==> config.mk <==
export PLATFORM = sky130hd
export DESIGN_NAME = key_entry_buffer
export DESIGN_NICKNAME = d
export VERILOG_FILES = /design/src/rtl/key_entry_buffer_pkg.sv /design/src/rtl/key_entry_buffer_sync.sv /design/src/rtl/key_entry_buffer.sv
export SDC_FILE = /design/constraint.sdc
export NUM_CORES = 1
export LEC_CHECK = 0
export ABC_CLOCK_PERIOD_IN_PS = 7600
export CORE_AREA = 2 2 103 80
export DETAILED_ROUTE_END_ITERATION = 6
export DIE_AREA = 0 0 105 82
export MAX_ROUTING_LAYER = met4
export PLACE_DENSITY = 0.87
export SLEW_MARGIN = 20
export SYNTH_ARGS = -nofsm -noshare
export SYNTH_HDL_FRONTEND = slang
export SYNTH_SLANG_ARGS = --single-unit
==> constraint.sdc <==
create_clock -name clk -period 7.6 [get_ports clk]
set_input_delay 1.52 -clock clk [delete_from_list [all_inputs] [get_ports clk]]
set_output_delay 1.52 -clock clk [all_outputs]
set_load 0.01 [all_outputs]
==> src/rtl/key_entry_buffer_pkg.sv <==
// Shared keypad codes, display width and BCD helpers for the key entry buffer.
package key_entry_buffer_pkg;

    localparam logic [3:0]  KEY_BKSP    = 4'hA;
    localparam logic [3:0]  KEY_CLEAR   = 4'hB;
    localparam logic [3:0]  KEY_ENTER   = 4'hC;
    localparam int unsigned DISP_DIGITS = 4;

    typedef enum logic [2:0] {
        KC_DIGIT,
        KC_BKSP,
        KC_CLEAR,
        KC_ENTER,
        KC_NONE
    } key_class_e;

    function automatic key_class_e classify_key(input logic [3:0] code);
        if (code <= 4'd9)
            return KC_DIGIT;
        else if (code == KEY_BKSP)
            return KC_BKSP;
        else if (code == KEY_CLEAR)
            return KC_CLEAR;
        else if (code == KEY_ENTER)
            return KC_ENTER;
        else
            return KC_NONE;
    endfunction

    // Four packed BCD digits to binary; at most 9999, so 14 bits suffice.
    function automatic logic [13:0] bcd_to_bin(input logic [15:0] b);
        return 14'(b[15:12]) * 14'd1000 + 14'(b[11:8]) * 14'd100
             + 14'(b[7:4]) * 14'd10 + 14'(b[3:0]);
    endfunction

endpackage

==> src/rtl/key_entry_buffer_sync.sv <==
// Two-flop synchronizer, rising-edge detect and holdoff re-arm for the keypad level.
module key_edge_sync #(
    parameter int unsigned HOLDOFF = 50000
) (
    input  logic       clk,
    input  logic       reset,
    input  logic       level_in,
    input  logic [3:0] code_in,
    output logic       strobe,
    output logic [3:0] code_out
);

    localparam int unsigned CW = $clog2(HOLDOFF + 1);

    logic          r_s1;
    logic          r_s2;
    logic          r_s3;
    logic          r_armed;
    logic [3:0]    r_code;
    logic [3:0]    r_code_out;
    logic          r_strobe;
    logic [CW-1:0] r_cnt;
    logic          w_rise;

    assign w_rise   = r_s2 & ~r_s3;
    assign strobe   = r_strobe;
    assign code_out = r_code_out;

    always_ff @(posedge clk or posedge reset) begin
        if (reset) begin
            r_s1       <= 1'b0;
            r_s2       <= 1'b0;
            r_s3       <= 1'b0;
            r_armed    <= 1'b1;
            r_code     <= '0;
            r_code_out <= '0;
            r_strobe   <= 1'b0;
            r_cnt      <= '0;
        end else begin
            r_s1     <= level_in;
            r_s2     <= r_s1;
            r_s3     <= r_s2;
            r_code   <= code_in;
            r_strobe <= 1'b0;
            if (r_armed) begin
                if (w_rise) begin
                    r_strobe   <= 1'b1;
                    r_code_out <= r_code;
                    r_armed    <= 1'b0;
                    r_cnt      <= '0;
                end
            // Re-arm only after HOLDOFF unbroken low samples; any high sample restarts.
            end else if (r_s2) begin
                r_cnt <= '0;
            end else if (r_cnt == CW'(HOLDOFF - 1)) begin
                r_armed <= 1'b1;
                r_cnt   <= '0;
            end else begin
                r_cnt <= r_cnt + 1'b1;
            end
        end
    end

endmodule

==> src/rtl/key_entry_buffer.sv <==
// Decimal entry register: shifts keypad digits in, supports backspace/clear/enter,
// and publishes the entered value in binary with a one-cycle valid pulse.
module key_entry_buffer
    import key_entry_buffer_pkg::*;
#(
    parameter int unsigned DIGITS  = 4,
    parameter int unsigned HOLDOFF = 50000
) (
    input  logic        clk,
    input  logic        reset,
    input  logic [3:0]  key_num,
    input  logic        key_pressed,
    output logic [15:0] bcd,
    output logic [3:0]  blank,
    output logic [2:0]  dig_count,
    output logic        overflow,
    output logic [13:0] value,
    output logic        value_valid
);

    localparam logic [2:0] FULL = 3'(DIGITS);

    logic        w_strobe;
    logic [3:0]  w_code;
    logic [3:0]  w_blank;
    logic [15:0] r_bcd;
    logic [2:0]  r_cnt;
    logic        r_ovf;
    logic [13:0] r_value;
    logic        r_vv;

    key_edge_sync #(
        .HOLDOFF(HOLDOFF)
    ) u_sync (
        .clk     (clk),
        .reset   (reset),
        .level_in(key_pressed),
        .code_in (key_num),
        .strobe  (w_strobe),
        .code_out(w_code)
    );

    always_ff @(posedge clk or posedge reset) begin
        if (reset) begin
            r_bcd   <= '0;
            r_cnt   <= '0;
            r_ovf   <= 1'b0;
            r_value <= '0;
            r_vv    <= 1'b0;
        end else begin
            r_vv <= 1'b0;
            if (w_strobe) begin
                case (classify_key(w_code))
                    KC_DIGIT: begin
                        if (r_cnt < FULL) begin
                            r_bcd <= {r_bcd[11:0], w_code};
                            r_cnt <= r_cnt + 3'd1;
                        end else begin
                            r_ovf <= 1'b1;
                        end
                    end
                    KC_BKSP: begin
                        if (r_cnt != 3'd0) begin
                            r_bcd <= {4'h0, r_bcd[15:4]};
                            r_cnt <= r_cnt - 3'd1;
                            r_ovf <= 1'b0;
                        end
                    end
                    KC_CLEAR: begin
                        r_bcd <= '0;
                        r_cnt <= '0;
                        r_ovf <= 1'b0;
                    end
                    KC_ENTER: begin
                        if (r_cnt != 3'd0) begin
                            r_value <= bcd_to_bin(r_bcd);
                            r_vv    <= 1'b1;
                            r_bcd   <= '0;
                            r_cnt   <= '0;
                            r_ovf   <= 1'b0;
                        end
                    end
                    default: ;
                endcase
            end
        end
    end

    // Digit 0 is never blanked so an empty entry still shows "0".
    always_comb begin
        w_blank = '0;
        for (int unsigned i = 1; i < DISP_DIGITS; i++)
            w_blank[i] = (i >= 32'(r_cnt));
    end

    assign bcd         = r_bcd;
    assign blank       = w_blank;
    assign dig_count   = r_cnt;
    assign overflow    = r_ovf;
    assign value       = r_value;
    assign value_valid = r_vv;

endmodule

Yosys cells after proc, flatten, opt, wreduce, memory -nomap -nowiden
Index checks and enable logic that the tools add are counted.
{ "word_totals": {"latch_bits": 0, "reg_bits": 64, "rom_bits": 0, "in_bits": 7, "memories": 0, "ramBits": 0} }
{ "op_classes": {"n_addsub": 6, "eq_ne": 13, "magnitude_cmp": 5, "shift": 0, "multipliers": 3, "bitwise": 2, "n_mux": 29, "n_div": 0, "reduce_logical": 9} }
{ "ops": {"columns": ["op", "n"], "rows": [
  ["16-bit 2-to-1 mux", 7],
  ["16-bit one-hot mux with 4 select lines", 1],
  ["3-bit 2-to-1 mux", 8],
  ["16-bit by 1-bit adder with 16-bit output, second input constant", 1],
  ["16-bit == test, second input constant", 1],
  ["14-bit by 11-bit adder with 14-bit output", 1],
  ["14-bit by 4-bit adder with 14-bit output", 1],
  ["14-bit by 8-bit adder with 14-bit output", 1],
  ["4-bit == test, second input constant", 3],
  ["3-bit one-hot mux with 4 select lines", 1],
  ["4-bit by 7-bit multiplier with 11-bit output, second input constant", 1],
  ["1-bit 2-to-1 mux", 11],
  ["2-bit inequality test, second input constant", 5],
  ["4-bit by 5-bit multiplier with 9-bit output, second input constant", 1],
  ["4-bit by 3-bit multiplier with 7-bit output, second input constant", 1],
  ["3-bit by 2-bit == test with 1-bit output, second input constant", 2],
  ["2-bit by 3-bit greater-or-equal comparator with 1-bit output, first input constant", 2],
  ["3-bit nonzero test", 2],
  ["5-bit AND reduction", 1],
  ["4-bit <= comparator, second input constant", 1],
  ["4-bit AND reduction", 1],
  ["4-bit nonzero test", 1],
  ["3-bit by 1-bit adder with 3-bit output, second input constant", 1],
  ["3-bit by 1-bit == test with 1-bit output, second input constant", 1],
  ["other kinds (11)", 11]
]} }

Logic depth before layout (Yosys ltp)
Gate-level depths: netlist (run 1).
{ "logic_depth": {"word_depth": 10, "depth_mapped": 17} }

Hierarchy
Synthesis (run 1) repeated with hierarchy kept, for this count alone.
{ "hier_totals": {"cells_unflattened": 469, "area_unflattened_um2": 4560.6} }
{ "by_module_without_submodules": {"columns": ["mod", "cells_each", "seq_area_each_um2", "area_per_inst_um2", "instances"], "rows": [
  ["key_entry_buffer", 347, 875.8, 3230.6, 1],
  ["key_edge_sync", 122, 726.9, 1330.0, 1]
]} }

Worst setup path before layout (run 1)
No wires, ideal clock.
{ "synth_timing": {"path_type": "register to register", "from": "register r_bcd[14], in the netlist bcd[14]", "to": "register r_value[13], in the netlist value[13]", "setup_time_ns": 0.092, "required_time_ns": 7.508, "path_stages_with_launch": 18, "slack_ns": 3.171, "path_buffers": 0, "t_arrival_ns": 4.337, "cell_sequence": "dfrtp_1 -> fa_1 -> inv_1 -> fa_1 -> inv_1 -> ha_1 -> a21o_1 -> a21oi_1 -> xor2_1 -> ha_1 -> ha_1 -> ha_1 -> and4_1 -> a21oi_1 -> a21boi_0 -> a21oi_1 -> and3_1 -> o31ai_2"} }
{ "synth_via": {"elab_chain_len": 4} }
{ "synth_rtl": {"columns": ["element", "line_no", "rtl"], "rows": [
  ["start, declared", "key_entry_buffer.sv:26", "logic [15:0] r_bcd;"],
  ["start signal, assigned", "key_entry_buffer.sv:56", "r_bcd <= {r_bcd[11:0], w_code};"],
  ["start signal, assigned", "key_entry_buffer.sv:64", "r_bcd <= {4'h0, r_bcd[15:4]};"],
  ["4-bit by 7-bit multiplier with 11-bit output", "key_entry_buffer_pkg.sv:32", "return 14'(b[15:12]) * 14'd1000 + 14'(b[11:8]) * 14'd100"],
  ["14-bit by 11-bit adder with 14-bit output", "key_entry_buffer_pkg.sv:32", null],
  ["14-bit by 8-bit adder with 14-bit output", "key_entry_buffer_pkg.sv:33", "+ 14'(b[7:4]) * 14'd10 + 14'(b[3:0]);"],
  ["14-bit by 4-bit adder with 14-bit output", "key_entry_buffer_pkg.sv:33", null],
  ["end signal, assigned", "key_entry_buffer.sv:76", "r_value <= bcd_to_bin(r_bcd);"],
  ["end, declared", "key_entry_buffer.sv:29", "logic [13:0] r_value;"]
]} }
No other way between the ends.
A chain may end at the register's enable or synchronous reset.

Worst setup path after layout (run 1)
Same ends and word-level chain as after synthesis.

==> results.py, run 1 <==
metrics = {
    "timing": {
        "rsz0062_at_grt": "false",
        "fin_worst_skew_ps": 9.77,
        "worst_pin_slew_ps": 806,
        "drv_slew": 0,
        "hold_slack_ps": 349,
        "setup_viol": 0,
        "finalHoldViolCount": 0,
        "period_needed_ps": 4770,
        "fin_crit_sh_pct": 62.7,
        "max_slew_margin_pct": 46.3,
        "fmax_ghz": 0.210,
        "tns_ps": 0,
        "worst_slack_ps": 2830,
    },
    "power": {
        "vdd_drop_max_mv": 0.0947,
        "p_per_area_nw_per_um2": 126,
        "p_leak_uw": 0.00255,
    },
    "clocking": {
        "htreeDepth": 3,
        "clock_latency_ps": 340,
        "cts_setup_buffers": 0,
        "cts_root_buffer": "clkbuf_8",
        "clockBufferDepth": 2,
        "clock_sinks": 64,
        "cts_tree": "yes",
        "cts-buffers-inserted": 9,
        "ctsResizeCount": 0,
        "clkTransAtPathRegs_ps": 70,
        "ctsHoldBuffers": 0,
    },
    "global_routing": {
        "grt_pass1_wl_um": 15600,
        "grt_pass1_vias": 3237,
        "overflow": 0,
        "antenna_found_initial": 0,
        "grt_use_total_pct": 23.9,
        "grt_max_degree": 65,
    },
    "place": {
        "dp_slack_ps": 2890,
        "post-dp-hpwl_um": 6870,
        "gp_congestion": 0.904,
        "numPortBuffers": 44,
    },
    "yosys": {
        "async_flop_share_pct": 100,
        "synth_top_area_share_pct": 35.2,
        "synth_largest_area_cell": "dfrtp_1",
        "avgSynthCellArea_sq_um": 9.83,
        "ys_seq_elements": 64,
        "synthFlopType": "dfrtp_1",
        "syn_area_sq_um": 4480,
        "ys_seq_area_share_pct": 35.8,
        "synth_cell_types": 66,
        "synth_edf_count": 0,
        "yosys-top-cells-area": "dfrtp_1, ha_1, fa_1",
        "synthesis.nets": 536,
        "syn_inst": 456,
        "ys_warn_count": 0,
    },
    "finish": {
        "post-route-util_pct": 68.0,
        "layout.nets": 580,
        "num-fill-cells": 590,
        "layout_common_cells": "dfrtp_1, ha_1, nand2_1",
        "layout_commonest_cell": "dfrtp_1",
        "drive_above_1_share_pct": 8.12,
        "area_growth_pct": 15.9,
        "insertedDiodeCount": 0,
    },
    "min_path": {
        "hp-class": "register to register",
    },
    "critical_path": {
        "worst_setup_path_end_kind": "register",
        "worstSetupStartpointType": "register",
        "crit_fanout": 8,
        "worstSetupPathType": "register to register",
        "crit_required_ps": 7850,
        "cp.arrival_ps": 5020,
    },
    "die": {
        "dieWidth_um": 105,
        "ios": 46,
        "rows": 28,
        "dieArea_sq_um": 8610,
        "die_h_um": 82,
        "start_util_pct": 58.7,
        "coreArea_sq_um": 7640,
    },
    "detailed_routing": {
        "initialDrtViolationCount": 237,
        "drt_wl_total_um": 9330,
        "dr_total_vias": 3452,
        "wl_per_cell_um": 15.3,
        "via_per_inst": 5.66,
        "ant_nets": 0,
        "drc": 0,
        "first_pass_iters": 4,
    },
    "run_status": {
        "status": "complete, no violations",
    },
    "job": {
        "cap_violations": 0,
    },
}
[worst max-delay path, stage by stage, from the launching register on]
cell and delay (ps):
dfrtp_1 510, fa_1 620, inv_1 100, fa_1 510, inv_1 40, ha_1 340
a21o_1 180, a21oi_1 220, xor2_1 190, ha_1 250, ha_1 290, ha_1 380
and4_1 230, a21oi_1 140, a21boi_0 200, a21oi_1 110, and3_1 200, o31ai_2 170
[where the power goes]
part | internal [uW] | total (uW) | switching (uW)
combinational | 4.98 | 15.3 | 10.3
clock | 160 | 291 | 131
sequential | 344 | 346 | 2.42
total | 508 | 653 | 144
[per-stage QoR]
stage / total power (uW) / cell area, sq um / instances
detailed placement: 368 / 5000 / 594
finish: 653 / 5190 / 610
global route: 676 / 5190 / 610
floorplan: 362 / 4480 / 456
CTS: 662 / 5190 / 610
global placement: 368 / 5000 / 594
[Yosys cell counts, types with 3 or more instances]
cell	instances
a21o_1	5
a21oi_1	26
a21oi_2	3
a22oi_1	11
a31oi_1	3
and3_1	5
buf_2	8
dfrtp_1	63
fa_1	17
ha_1	56
inv_1	40
mux2_2	6
nand2_1	47
nand2b_1	4
nand3_1	12
nand4_1	4
nor2_1	26
nor2_2	3
nor2b_1	4
nor3_1	3
o21ai_0	26
o21ai_1	7
o21bai_1	3
or3_1	3
xnor2_1	10
xor2_1	11
[logic make-up after synthesis]
kind of cell | synth area share, %
AND/OR/NAND/NOR | 14.8
AO/OA/AOI/OAI | 14.6
adder cells (fa/ha/maj) | 23.2
flip-flops | 35.8
buffers and inverters | 5.16
XOR/XNOR | 4.10
multiplexers | 2.20
other | 0.0836
[worst paths after layout]
kind | start | to | slack [ps] | depth (start not counted)
hold reg to reg | u_sync.r_s1 | u_sync.r_s2 | 350 | 0
setup reg to reg | bcd[14] | value[13] | 2830 | 17
hold / removal | u_sync.r_s1 | u_sync.r_s2 | 350 | 0
min in group asynchronous | reset | value[11] | 1710 | 3
setup / recovery | bcd[14] | value[13] | 2830 | 17
max in group asynchronous | reset | dig_count[1] | 5330 | 3
[state kept, by name (all words and copies together) (netlist names)]
signal,cells
overflow,1
u_sync.r_code,4
value,14
bcd,16
u_sync.r_cnt,16
value_valid,1
u_sync.r_armed,1
u_sync.r_s1,1
u_sync.code_out,4
u_sync.strobe,1
u_sync.r_s2,1
dig_count,3
u_sync.r_s3,1
[per-layer routing]
| metal | GRT usage, % | routed length, um | up-vias | part of all wire (%) |
|---|---|---|---|---|
| li1 | - | - | 1669 | - |
| met1 | 32.2 | 4420 | 1647 | 47 |
| met2 | 36.1 | 4130 | 118 | 44 |
| met3 | 5.32 | 592 | 18 | 6.3 |
| met4 | 8.67 | 184 | 0 | 2.0 |
| met5 | - | 0 | - | 0 |
[area by class of cell]
cell class	instances	area [sq um]	area share, %
clock buffers	11	141	2.72
repair buffers	46	455	8.77
multi-input cells	337	2650	51.0
flip-flops and latches	64	1600	30.9
inverters	42	158	3.03
well taps	105	131	2.53
clock inverters	5	56.3	1.08
(Power assumes the default switching activity.)
==> run 2, diff against run 1 <==
- ABC_CLOCK_PERIOD_IN_PS: 7600 -> 4600
- CORE_AREA: 2 2 103 80 -> 2 2 105 82
- DIE_AREA: 0 0 105 82 -> 0 0 107 84
- PLACE_DENSITY: 0.87 -> 0.83
- clock period: 7.6 -> 4.6 ns (I/O delays scaled with it)
==> run 2 against run 1 <==
Count of clock-buffer cells in the layout is 1 lower. Sequential power grew 65%. Setup slack worse by 2600 ps. Via count up 0.23%. Combinational power increased by 65%. Global-route usage shrank 0.50 points. Fmax rose by 8.8%. Die area increased by 4.4%. Final cell count grew 1.3%. Routed wire length stayed put. Clock power grew 83%. Final area up 1.9%. Critical endpoint unchanged.
==> results.py, run 2 (synthesized netlist as in run 1, its figures left out) <==
metrics = {
    "place": {
        "placed_cells": 601,
        "post-dp-hpwl_um": 7010,
        "numPortBuffers": 44,
        "gp_congestion": 0.898,
        "dp_slack_ps": 71.0,
        "postPlaceCellArea_sq_um": 5030,
    },
    "timing": {
        "fmax_ghz": 0.228,
        "fin_crit_sh_pct": 95.2,
        "fin_worst_skew_ps": 11.2,
        "finalHoldViolCount": 0,
        "worst_pin_slew_ps": 806,
        "drv_slew": 0,
        "max_slew_margin_pct": 46.2,
        "tns_ps": 0,
        "worst_slack_ps": 220,
        "rsz0062_at_grt": "false",
        "period_needed_ps": 4380,
        "setup_viol": 0,
    },
    "power": {
        "p_per_area_nw_per_um2": 214,
        "vdd_drop_max_mv": 0.172,
        "p_leak_uw": 0.00258,
        "p_total_uw": 1130,
    },
    "finish": {
        "layout_commonest_cell": "dfrtp_1",
        "layout_common_cells": "dfrtp_1, ha_1, nand2_1",
        "register_area_sq_um": 1600,
        "design_area_sq_um": 5300,
        "area_growth_pct": 18.1,
        "insertedDiodeCount": 0,
        "layout.nets": 585,
        "drive_above_1_share_pct": 10.2,
        "multi_input_area_sq_um": 2690,
        "fin_cells": 618,
        "num-fill-cells": 652,
    },
    "critical_path": {
        "critical_path.top_delay_family": "adder cells",
        "reg2reg_slack_ps": 220,
        "cp.arrival_ps": 4640,
        "path_cells": "buf_4, ha_1, fa_1, fa_1, a21o_1, a21oi_2, xor2_1, ha_1, ha_1, ha_4, and4_1, a21oi_1, a21boi_1, a21oi_1, and3_1, o31ai_2",
        "worstSetupPathType": "register to register",
        "cpMaxStageDelayCell": "fa_1",
        "crit_fanout": 7,
        "crit_required_ps": 4860,
        "slowest_delay_ps": 530,
        "worst_setup_path_end_kind": "register",
        "worstSetupStartpointType": "register",
        "crit_buf_inv": 1,
        "crit_path_frequent_cell": "ha_1",
    },
    "global_routing": {
        "overflow": 0,
        "antenna_found_initial": 0,
        "grt_use_total_pct": 23.4,
        "grt_max_degree": 49,
        "grt_pass1_vias": 3314,
        "grt_pass1_wl_um": 16100,
    },
    "detailed_routing": {
        "first_pass_iters": 4,
        "initialDrtViolationCount": 157,
        "ant_nets": 0,
        "dr_total_vias": 3460,
        "wl_per_cell_um": 15.1,
        "drt_wl_total_um": 9330,
        "drc": 0,
        "via_per_inst": 5.60,
    },
    "die": {
        "dieWidth_um": 107,
        "coreArea_sq_um": 8090,
        "rows": 29,
        "ios": 46,
        "start_util_pct": 55.4,
        "dieArea_sq_um": 8990,
        "die_h_um": 84,
    },
    "clocking": {
        "ctsHoldBuffers": 0,
        "clock_latency_ps": 340,
        "clock_sinks": 64,
        "cts_root_buffer": "clkbuf_8",
        "cts-buffers-inserted": 9,
        "clkTransAtPathRegs_ps": 80,
        "htreeDepth": 3,
        "cts_tree": "yes",
        "clockBufferDepth": 2,
    },
    "run_status": {
        "status": "complete, no violations",
    },
    "job": {
        "cap_violations": 0,
    },
    "min_path": {
        "hp-class": "register to register",
    },
}
## run 2: stage by stage
step | hold WS [ps] | utilization (%)
3_3_place_gp | 336 | 62.2
5_1_grt | 369 | 65.4
4_1_cts | 355 | 64.9
3_5_place_dp | 338 | 62.2
6_report | 352 | 65.4
2_1_floorplan | 331 | -
## run 2: area by class of cell
cell class | count | share of cell area [%]
clock buffer | 10 | 2.60
clock inverter | 6 | 1.56
inverter | 42 | 3.00
multi-input combinational | 337 | 50.7
sequential | 64 | 30.3
tap | 108 | 2.55
timing repair buffer | 51 | 9.31
## run 2: final timing paths
path | start | to | depth (start not counted)
worst min register to register | u_sync.r_s1 | u_sync.r_s2 | 0
worst max-delay path | bcd[14] | value[13] | 16
worst max register to register | bcd[14] | value[13] | 16
max in group asynchronous | reset | bcd[3] | 3
worst min-delay path | u_sync.r_s1 | u_sync.r_s2 | 0
min in group asynchronous | reset | value[5] | 2
## run 2: where the power goes
| part | internal, uW | switching (uW) |
|---|---|---|
| combinational | 8.25 | 17.0 |
| clock | 317 | 217 |
| sequential | 568 | 4.20 |
## run 2: per-layer routing
layer | wire length (um) | track usage [%]
met2 | 4330 | 33.8
met3 | 550 | 6.48
met1 | 4410 | 33.7
met4 | 45 | 4.01
met5 | 0 | -
## run 2: what timing repair did
| action | in CTS | in global routing |
|---|---|---|
| setup buffers | 0 | 1 |
| resized for setup | 0 | 6 |
| endpoints found under the setup margin | 0 | 1 |
